===== src/rtl/seg7_readback_monitor_pkg.sv =====
// Shared constants and helpers for the 7-segment readback monitor.
// Segment patterns are {g,f,e,d,c,b,a}, active-low (0 = segment lit).
package seg7_readback_monitor_pkg;

    localparam logic [6:0] SEG_0     = 7'h40;
    localparam logic [6:0] SEG_1     = 7'h79;
    localparam logic [6:0] SEG_2     = 7'h24;
    localparam logic [6:0] SEG_3     = 7'h30;
    localparam logic [6:0] SEG_4     = 7'h19;
    localparam logic [6:0] SEG_5     = 7'h12;
    localparam logic [6:0] SEG_6     = 7'h02;
    localparam logic [6:0] SEG_7     = 7'h78;
    localparam logic [6:0] SEG_8     = 7'h00;
    localparam logic [6:0] SEG_9     = 7'h10;
    localparam logic [6:0] SEG_BLANK = 7'h7F;

    localparam logic [3:0] BCD_BAD   = 4'hF;

    localparam logic [0:0] ST_IDLE   = 1'b0;
    localparam logic [0:0] ST_TRACK  = 1'b1;

    typedef struct packed {
        logic step;
        logic zero;
        logic skip;
    } step_class_t;

    // Binary to four packed BCD digits; used to turn WRAP_MAX into a BCD constant.
    function automatic logic [15:0] to_bcd16(input int unsigned v);
        logic [15:0] r;
        r = {4'((v / 32'd1000) % 32'd10),
             4'((v / 32'd100)  % 32'd10),
             4'((v / 32'd10)   % 32'd10),
             4'(v % 32'd10)};
        return r;
    endfunction

    // Four-digit BCD increment with per-digit carry; 9999 rolls over to 0000.
    function automatic logic [15:0] bcd_inc16(input logic [15:0] v);
        logic [15:0] r;
        logic        carry;
        r     = v;
        carry = 1'b1;
        for (int i = 0; i < 4; i++) begin
            if (carry) begin
                if (r[4*i +: 4] >= 4'd9) begin
                    r[4*i +: 4] = 4'd0;
                    carry       = 1'b1;
                end else begin
                    r[4*i +: 4] = r[4*i +: 4] + 4'd1;
                    carry       = 1'b0;
                end
            end else begin
                carry = 1'b0;
            end
        end
        return r;
    endfunction

endpackage


===== src/rtl/seg7_to_bcd.sv =====
// Combinational decode of one active-low 7-segment pattern back to a BCD digit.
// Patterns outside 0..9 (including blank) return BCD_BAD and raise illegal.
module seg7_to_bcd
    import seg7_readback_monitor_pkg::*;
(
    input  logic [6:0] seg,
    output logic [3:0] digit,
    output logic       illegal
);

    // Pattern lookup; anything not a decimal glyph is flagged.
    always_comb begin
        digit   = BCD_BAD;
        illegal = 1'b1;
        case (seg)
            SEG_0:   begin digit = 4'd0; illegal = 1'b0; end
            SEG_1:   begin digit = 4'd1; illegal = 1'b0; end
            SEG_2:   begin digit = 4'd2; illegal = 1'b0; end
            SEG_3:   begin digit = 4'd3; illegal = 1'b0; end
            SEG_4:   begin digit = 4'd4; illegal = 1'b0; end
            SEG_5:   begin digit = 4'd5; illegal = 1'b0; end
            SEG_6:   begin digit = 4'd6; illegal = 1'b0; end
            SEG_7:   begin digit = 4'd7; illegal = 1'b0; end
            SEG_8:   begin digit = 4'd8; illegal = 1'b0; end
            SEG_9:   begin digit = 4'd9; illegal = 1'b0; end
            default: begin digit = BCD_BAD; illegal = 1'b1; end
        endcase
    end

endmodule


===== src/rtl/seg7_readback_monitor.sv =====
// Stability-filtered readback of a 4-digit 7-segment display with legal-advance checking.
// Optional hold detector enabled by defining SEG7_FREEZE_DET_EN.
module seg7_readback_monitor
    import seg7_readback_monitor_pkg::*;
#(
    parameter int unsigned STABLE_CYCLES = 4,
    parameter int unsigned WRAP_MAX      = 9999,
    parameter int unsigned FREEZE_CYCLES = 1000
) (
    input  logic        clkin,
    input  logic        reset,
    input  logic [6:0]  disp1,
    input  logic [6:0]  disp2,
    input  logic [6:0]  disp3,
    input  logic [6:0]  disp4,
    input  logic        err_clr,
    output logic [15:0] bcd,
    output logic        val_valid,
    output logic        step_ok,
    output logic        zero_seen,
    output logic        skip_err,
    output logic        seg_err,
    output logic        err_sticky,
    output logic        frozen
);

    localparam int unsigned CW         = $clog2(STABLE_CYCLES + 1);
    localparam logic [CW-1:0] STABLE_MAX = CW'(STABLE_CYCLES);
    localparam logic [15:0]   WRAP_BCD   = to_bcd16(WRAP_MAX);

    if (STABLE_CYCLES < 1 || FREEZE_CYCLES < 1) begin : g_bad_cfg
        $error("seg7_readback_monitor: STABLE_CYCLES and FREEZE_CYCLES must be >= 1");
    end

    logic [27:0]   in_s;
    logic [27:0]   samp_r;
    logic [27:0]   last_r;
    logic          have_r;
    logic [CW-1:0] cnt_r;
    logic [CW-1:0] cnt_next_s;
    logic          accept_s;

    logic [3:0]    dig_s [4];
    logic [3:0]    bad_s;
    logic [15:0]   val_s;
    logic          any_bad_s;

    logic [0:0]    state_r;
    logic [0:0]    state_next_s;
    logic [15:0]   prev_r;
    logic [15:0]   prev_next_s;
    logic [15:0]   incr_s;
    step_class_t   cls_s;
    logic          seg_err_s;
    logic          err_next_s;

    logic [15:0]   bcd_r;
    logic          val_valid_r;
    logic          step_ok_r;
    logic          zero_seen_r;
    logic          skip_err_r;
    logic          seg_err_r;
    logic          err_sticky_r;

    assign in_s = {disp4, disp3, disp2, disp1};

    // Decode the stable sample, not the raw input, so bcd matches what was filtered.
    for (genvar g = 0; g < 4; g++) begin : g_dec
        seg7_to_bcd u_dec (
            .seg     (samp_r[7*g +: 7]),
            .digit   (dig_s[g]),
            .illegal (bad_s[g])
        );
    end

    assign val_s     = {dig_s[3], dig_s[2], dig_s[1], dig_s[0]};
    assign any_bad_s = |bad_s;

    // Stability counter: restart on any input change, saturate once stable.
    always_comb begin
        cnt_next_s = cnt_r;
        if (in_s != samp_r) begin
            cnt_next_s = '0;
        end else if (cnt_r != STABLE_MAX) begin
            cnt_next_s = cnt_r + CW'(1);
        end else begin
            cnt_next_s = cnt_r;
        end
    end

    // A non-zero next count implies the input already equals samp_r.
    assign accept_s = (cnt_next_s == STABLE_MAX) && (!have_r || (samp_r != last_r));

    assign incr_s = (prev_r == WRAP_BCD) ? 16'h0000 : bcd_inc16(prev_r);

    // Advance classification and FSM; illegal patterns never touch the reference value.
    always_comb begin
        cls_s        = '0;
        state_next_s = state_r;
        prev_next_s  = prev_r;
        if (accept_s && !any_bad_s) begin
            prev_next_s = val_s;
            case (state_r)
                ST_IDLE: begin
                    state_next_s = ST_TRACK;
                end
                ST_TRACK: begin
                    state_next_s = ST_TRACK;
                    if (val_s == incr_s) begin
                        cls_s.step = 1'b1;
                    end else if (val_s == 16'h0000) begin
                        cls_s.zero = 1'b1;
                    end else begin
                        cls_s.skip = 1'b1;
                    end
                end
                default: begin
                    state_next_s = ST_IDLE;
                end
            endcase
        end else begin
            state_next_s = state_r;
        end
    end

    assign seg_err_s = accept_s && any_bad_s;

    // A new error outranks a simultaneous clear request.
    always_comb begin
        err_next_s = err_sticky_r;
        if (seg_err_s || cls_s.skip) begin
            err_next_s = 1'b1;
        end else if (err_clr) begin
            err_next_s = 1'b0;
        end else begin
            err_next_s = err_sticky_r;
        end
    end

    // Sampler, acceptance bookkeeping and registered outputs.
    always_ff @(posedge clkin) begin
        if (!reset) begin
            samp_r       <= '0;
            last_r       <= '0;
            have_r       <= 1'b0;
            cnt_r        <= '0;
            state_r      <= ST_IDLE;
            prev_r       <= 16'h0000;
            bcd_r        <= 16'h0000;
            val_valid_r  <= 1'b0;
            step_ok_r    <= 1'b0;
            zero_seen_r  <= 1'b0;
            skip_err_r   <= 1'b0;
            seg_err_r    <= 1'b0;
            err_sticky_r <= 1'b0;
        end else begin
            samp_r       <= in_s;
            cnt_r        <= cnt_next_s;
            state_r      <= state_next_s;
            prev_r       <= prev_next_s;
            val_valid_r  <= accept_s;
            step_ok_r    <= cls_s.step;
            zero_seen_r  <= cls_s.zero;
            skip_err_r   <= cls_s.skip;
            seg_err_r    <= seg_err_s;
            err_sticky_r <= err_next_s;
            if (accept_s) begin
                last_r <= samp_r;
                have_r <= 1'b1;
                bcd_r  <= val_s;
            end else begin
                last_r <= last_r;
                have_r <= have_r;
                bcd_r  <= bcd_r;
            end
        end
    end

    assign bcd        = bcd_r;
    assign val_valid  = val_valid_r;
    assign step_ok    = step_ok_r;
    assign zero_seen  = zero_seen_r;
    assign skip_err   = skip_err_r;
    assign seg_err    = seg_err_r;
    assign err_sticky = err_sticky_r;

`ifdef SEG7_FREEZE_DET_EN
    localparam int unsigned IW       = $clog2(FREEZE_CYCLES + 1);
    localparam logic [IW-1:0] IDLE_MAX = IW'(FREEZE_CYCLES);

    logic [IW-1:0] idle_cnt_r;
    logic [IW-1:0] idle_next_s;
    logic          frozen_r;

    // Cycles since the last accepted change, saturating at the freeze threshold.
    always_comb begin
        idle_next_s = idle_cnt_r;
        if (val_valid_r) begin
            idle_next_s = '0;
        end else if (idle_cnt_r != IDLE_MAX) begin
            idle_next_s = idle_cnt_r + IW'(1);
        end else begin
            idle_next_s = idle_cnt_r;
        end
    end

    // Registered freeze flag; drops the cycle after the next acceptance.
    always_ff @(posedge clkin) begin
        if (!reset) begin
            idle_cnt_r <= '0;
            frozen_r   <= 1'b0;
        end else begin
            idle_cnt_r <= idle_next_s;
            frozen_r   <= (idle_next_s == IDLE_MAX);
        end
    end

    assign frozen = frozen_r;
`else
    assign frozen = 1'b0;
`endif

endmodule


===== config.mk =====
export PLATFORM = sky130hd
export DESIGN_NAME = seg7_readback_monitor
export DESIGN_NICKNAME = d
export VERILOG_FILES = /design/src/rtl/seg7_readback_monitor_pkg.sv /design/src/rtl/seg7_to_bcd.sv /design/src/rtl/seg7_readback_monitor.sv
export SDC_FILE = /design/constraint.sdc
export NUM_CORES = 1
export LEC_CHECK = 0
export CAP_MARGIN = 15
export CORE_MARGIN = 1.5
export CORE_UTILIZATION = 58
export DETAILED_ROUTE_END_ITERATION = 8
export PLACE_DENSITY_LB_ADDON = 0.2
export SETUP_SLACK_MARGIN = 0.2
export SLEW_MARGIN = 20
export SYNTH_ARGS = -nofsm -noshare
export SYNTH_HDL_FRONTEND = slang
export SYNTH_SLANG_ARGS = --single-unit

===== constraint.sdc =====
create_clock -name clkin -period 3.2 [get_ports clkin]
set_input_delay 0.32 -clock clkin [delete_from_list [all_inputs] [get_ports clkin]]
set_output_delay 0.32 -clock clkin [all_outputs]
set_load 0.01 [all_outputs]

## Word-level counts from Yosys, hierarchy flattened

Index checks and enable logic that the tools add are counted.

| operators by class | value |
|---|---|
| reduce and logical (&&, ||, !) cells | 20 |
| equal/unequal tests | 42 |
| bitwise operators | 3 |
| add/sub/neg operators | 5 |
| multiplexer cells | 31 |
| order comparisons | 4 |

Operators with widths:

| kind | number |
|---|---|
| $pmux 4 s10 | 4 |
| $eq 7x5->1 const B | 12 |
| $eq 7x7->1 const B | 12 |
| $eq 7x6->1 const B | 8 |
| $ne 28x28->1 | 2 |
| $reduce_or 10->1 | 4 |
| $eq 7x2->1 const B | 4 |
| $logic_not 7->1 | 4 |
| $mux 4 | 7 |
| $mux 1 | 17 |
| $add 4x1->4 const B | 4 |
| $eq 16x16->1 | 1 |
| $eq 16x16->1 const B | 1 |
| $ge 4x4->1 const B | 4 |
| $logic_not 16->1 | 1 |
| $mux 16 | 1 |
| $reduce_or 4->1 | 2 |
| $mux 3 | 2 |
| $add 3x1->3 const B | 1 |
| $eq 3x3->1 const B | 1 |
| $logic_and 1x1->1 | 3 |
| $ne 3x3->1 const B | 1 |
| $not 1->1 | 3 |
| $reduce_and 3->1 | 1 |
| 3 further kinds | 5 |

| storage, ports and cells | value |
|---|---|
| word-level logic and storage cells | 118 |
| output and inout bits | 23 |
| flip-flop bits (word level) | 99 |
| bits of input ports | 31 |

## Depth between registers and ports, before layout

| depth | value |
|---|---|
| word-level depth | 12 |
| gate-level depth with buffers | 12 |
| mapped depth without buffers | 10 |

## Modules after synthesis

A second synthesis with hierarchy kept.

| unflattened totals | value |
|---|---|
| cells, all modules | 721 |
| area, all modules | 5998.3 um2 |

By module, submodules not included:

| module | area an instance (um2) | instances | cells each | sequential area each (um2) |
|---|---|---|---|---|
| seg7_readback_monitor | 5212.5 | 1 | 605 | 1981.9 |
| seg7_to_bcd | 196.4 | 4 | 29 | 0.0 |

## Worst setup path before layout

Ideal clock, no wire load.

| timing path | value |
|---|---|
| path kind | register -> register |
| start point | register prev_r[0] |
| end point | register step_ok_r (netlist: step_ok) |
| buffers on the path | 0 |
| arrival | 2541 ps |
| setup slack | 543 ps |
| clock period less this slack | 2657 ps |
| stages on the path, launching flop included | 11 |
| data required time | 3084 ps |
| library setup time | 116 ps |
| cell sequence | dfxtp_1 inv_1 ha_1 nor3b_2 nor4_2 nand4_1 and2_1 xor2_1 a311o_1 and4_1 and4_1 |

| on the way | value |
|---|---|
| longest elaborated chain between the ends | 8 |
| elaborated cells on any way between the ends | 13 |
| classes of those cells | add/sub: 1; order compare: 1; eq/ne: 2; mux: 9 |

RTL lines:

| element | RTL line | source |
|---|---|---|
| from (decl) | seg7_readback_monitor.sv:50 | `logic [15:0] prev_r;` |
| from (signal assigned) | seg7_readback_monitor.sv:160 | `prev_r <= prev_next_s;` |
| $ge 4x4->1 | seg7_readback_monitor_pkg.sv:46 | `if (r[4*i +: 4] >= 4'd9) begin` |
| $mux 1 | seg7_readback_monitor_pkg.sv:46 |  |
| $mux 1 (2 in a row) | seg7_readback_monitor_pkg.sv:45 | `if (carry) begin` |
| $mux 4 | seg7_readback_monitor_pkg.sv:45 |  |
| $mux 16 * | seg7_readback_monitor.sv:94 | `assign incr_s = (prev_r == WRAP_BCD) ? 16'h0000 : bcd_inc16(prev_r);` |
| $eq 16x16->1 * | seg7_readback_monitor.sv:109 | `if (val_s == incr_s) begin` |
| $mux 1 * | seg7_readback_monitor.sv:109 |  |
| to (signal assigned) | seg7_readback_monitor.sv:162 | `step_ok_r <= cls_s.step;` |
| to (decl) | seg7_readback_monitor.sv:59 | `logic step_ok_r;` |

Every way passes the cells marked *; elsewhere a longest branch is shown, timed or not.
A chain may end at the register's enable or synchronous reset.

## Worst setup path after layout

| timing path | value |
|---|---|
| start point | register prev_r[8] |
| end point | register step_ok_r (netlist: step_ok) |

| on the way | value |
|---|---|
| longest elaborated chain between the ends | 7 |
| elaborated cells on any way between the ends | 11 |
| classes of those cells | add/sub: 1; order compare: 1; eq/ne: 2; mux: 7 |

RTL lines:

| element | RTL line |
|---|---|
| $ge 4x4->1 | seg7_readback_monitor_pkg.sv:46 |
| $mux 1 | seg7_readback_monitor_pkg.sv:46 |
| $mux 1 | seg7_readback_monitor_pkg.sv:45 |
| $mux 4 | seg7_readback_monitor_pkg.sv:45 |
| $mux 16 * | seg7_readback_monitor.sv:94 |
| $eq 16x16->1 * | seg7_readback_monitor.sv:109 |
| $mux 1 * | seg7_readback_monitor.sv:109 |

Marks and branches as above.

==> flow_metrics.py <==
metrics = {
    "critical_path": {
        "r2r_cells": 10,
        "r2r_slack_ns": 0.33,
        "reg2reg_to": "step_ok",
        "critical_path_arrival_ns": 3.19,
        "cp_max_fo": 6,
        "critPathLaunchType": "flop",
        "end_kind": "flop",
        "reg2reg_from": "prev_r[8]",
        "critical_path_class": "reg2reg",
        "cp.required_ns": 3.52,
    },
    "timing": {
        "max_freq_ghz": 0.3484,
        "tns_ns": 0,
        "maxSlewViolCount": 0,
        "max-slew-margin-rel_pct": 56.71,
        "whs_ns": 0.4554,
        "finalSetupViolations": 0,
        "report.final.hold_viol_count": 0,
        "post-route-period-util_pct": 89.71,
        "fin_ws_ns": 0.3293,
        "rsz0062_at_grt": "no",
        "fin_crit_ns": 2.871,
        "worst_slew_pin_slew_ns": 0.6487,
        "fin_skew_ns": 0.01315,
    },
    "final_layout": {
        "antenna_cells": 0,
        "syn_to_final_growth_pct": 15.29,
        "finalNetCount": 823,
        "final_cell_mix": "114 x nand2_1, 96 x dfxtp_1, 80 x a21oi_1",
        "final_common_cell": "nand2_1",
        "drive_above_1_share_pct": 8.174,
    },
    "die": {
        "die_height_um": 103.9,
        "initial_core_util_pct": 60.09,
        "die_w_um": 103.9,
        "core_area_um2": 9819,
        "io_pins": 54,
        "rows": 36,
        "die-area_um2": 10790,
    },
    "synth": {
        "ys_seq_area_share_pct": 33.59,
        "ys_seq_elements": 99,
        "yosysWarnings": 0,
        "avgSynthCellArea_um2": 7.920,
        "async_reset_ff_share_pct": 0,
        "yosys-top-cells-area": "dfxtp_1 34%, nand2_1 7.3%, xnor2_1 7.1%, a21oi_1 6.8%, and2_1 3.6%",
        "ys_types": 74,
        "synth_top_cell_by_area": "dfxtp_1",
        "synth_top_cell_area_share_pct": 33.59,
        "synth-edff-count": 0,
        "synth_cells": 745,
        "ys.flop_type": "dfxtp_1",
        "synth.net_count": 790,
        "syn_area_um2": 5901,
    },
    "worst_hold_path": {
        "worstHoldEndpoint": "bcd[1]",
        "worst_hold_path_type": "reg2reg",
        "min_from": "bcd[1]",
        "hold_depth": 2,
    },
    "drt": {
        "wl_mm": 15.81,
        "drt_iter0_markers": 446,
        "vias_per_cell": 6.024,
        "drtPass1Iterations": 5,
        "ant_nets": 0,
        "drc": 0,
        "vias": 5518,
        "routedWlPerCell_um": 17.26,
    },
    "clock_network": {
        "cts_buffer_depth": 2,
        "cts_root_buf": "clkbuf_8",
        "cts_tree": "yes",
        "numClockSinks": 99,
        "clk_latency_ns": 0.39,
        "clkTransAtPathRegs_ns": 0.09,
        "cts_buffers": 9,
        "cts-htree-levels": 3,
    },
    "global_route": {
        "antenna_found_initial": 0,
        "grt_overflow": 0,
        "grtUsageTotal_pct": 29.79,
        "grt_pass1_vias": 5116,
        "grt_max_degree": 35,
        "grt_pass1_wl_mm": 25.99,
    },
    "power_and_ir_drop": {
        "power.total_mw": 2.553,
        "ir_drop_mv": 0.3279,
        "powerDensity_nw_per_um2": 375.4,
        "leakage_nw": 2.475,
    },
    "outcome": {
        "outcome": "finished clean",
    },
    "placement": {
        "place_congestion": 0.9337,
        "post-dp-hpwl_mm": 11.88,
        "pre_cts_ws_ns": 0.1333,
        "port_buffers": 52,
    },
    "job": {
        "cap_viol_max_count": 0,
    },
}
[cells by family (layout without fill, tap and decap cells)]
family                   Yosys count  count (layout)  synth area share, %
other                              1               1              0.06355
buffers and inverters             77             115                5.470
adder cells (fa/ha/maj)           14              14                2.969
AND/OR/NAND/NOR                  316             316                28.24
XOR/XNOR                          72              72                10.69
multiplexers                      11              11                1.866
AO/OA/AOI/OAI                    155             155                17.11
flip-flops                        99              99                33.59
[cell type report]
type	instances	area [um^2]
flip-flops and latches	99	1986
inverters	24	90.09
multi-input cells	569	3631
well taps	133	166.4
clock buffers	10	137.6
repair buffers	75	705.7
clock inverters	6	86.33
fillers	842	3017
[layer usage]
metal	part of all wire [%]	global-route usage (%)	wire (um)	vias up
li1	-	-	-	2654
met1	44	40.82	7003	2572
met2	46	46.31	7212	253
met3	6.8	4.323	1071	39
met4	3.3	13.89	521	0
met5	0	0	0	-
[worst max-delay path: stages (launching register included)]
cell	delay [ns]
dfxtp_1	0.37
inv_1	0.12
ha_1	0.16
or3b_1	0.38
and2_2	0.26
o41a_1	0.33
xnor2_1	0.20
o2111ai_1	0.17
nor4_2	0.35
and4_4	0.29
and4_1	0.20
[Yosys cell counts (16+ instances only)]
| library cell | instances |
|---|---|
| nand2_1 | 114 |
| dfxtp_1 | 99 |
| a21oi_1 | 80 |
| xnor2_1 | 48 |
| nor2_1 | 41 |
| and2_1 | 34 |
| clkbuf_1 | 31 |
| xor2_1 | 24 |
| inv_1 | 23 |
| o21ai_0 | 19 |
| nor4_1 | 17 |
| nand4_1 | 16 |
[report_power, final]
part,switching (mW),leakage (nW),internal [mW]
Clock,0.446,0.113,0.462
Sequential,0.0543,0.806,1.25
Combinational,0.183,1.56,0.158
Total,0.684,2.48,1.87
[state kept, by name, indices dropped and copies added (netlist names)]
register    flops
last_r         28
samp_r         28
have_r          1
seg_err         1
val_valid       1
state_r         1
zero_seen       1
skip_err        1
prev_r         16
step_ok         1
bcd            16
cnt_r           3
err_sticky      1
[worst max path at each step]
stage / startpoint / to / slack (ns) / cells after the start
2_1_floorplan: prev_r[0] / step_ok / 0.54 / 10
3_3_place_gp: prev_r[0] / step_ok / 0.16 / 10
3_5_place_dp: prev_r[0] / step_ok / 0.13 / 10
4_1_cts: prev_r[9] / step_ok / 0.24 / 10
5_1_grt: samp_r[20] / step_ok / 0.19 / 8
6_report: prev_r[8] / step_ok / 0.33 / 10
[per-stage QoR]
step	cells	area [um^2]	util, %
2_1_floorplan	745	5901	-
3_3_place_gp	899	6551	66.72
3_5_place_dp	899	6551	66.72
4_1_cts	916	6789	69.14
5_1_grt	916	6803	69.28
6_report	916	6803	69.28
[repair_timing]
item / CTS / global route
resized for setup: 1 / 7
setup buffers: 1 / 0
endpoints found under the setup margin: 4 / 4
hold buffers: 0 / 0
pin swaps: 1 / 1
Note: power is estimated with default switching activity, not from simulation.
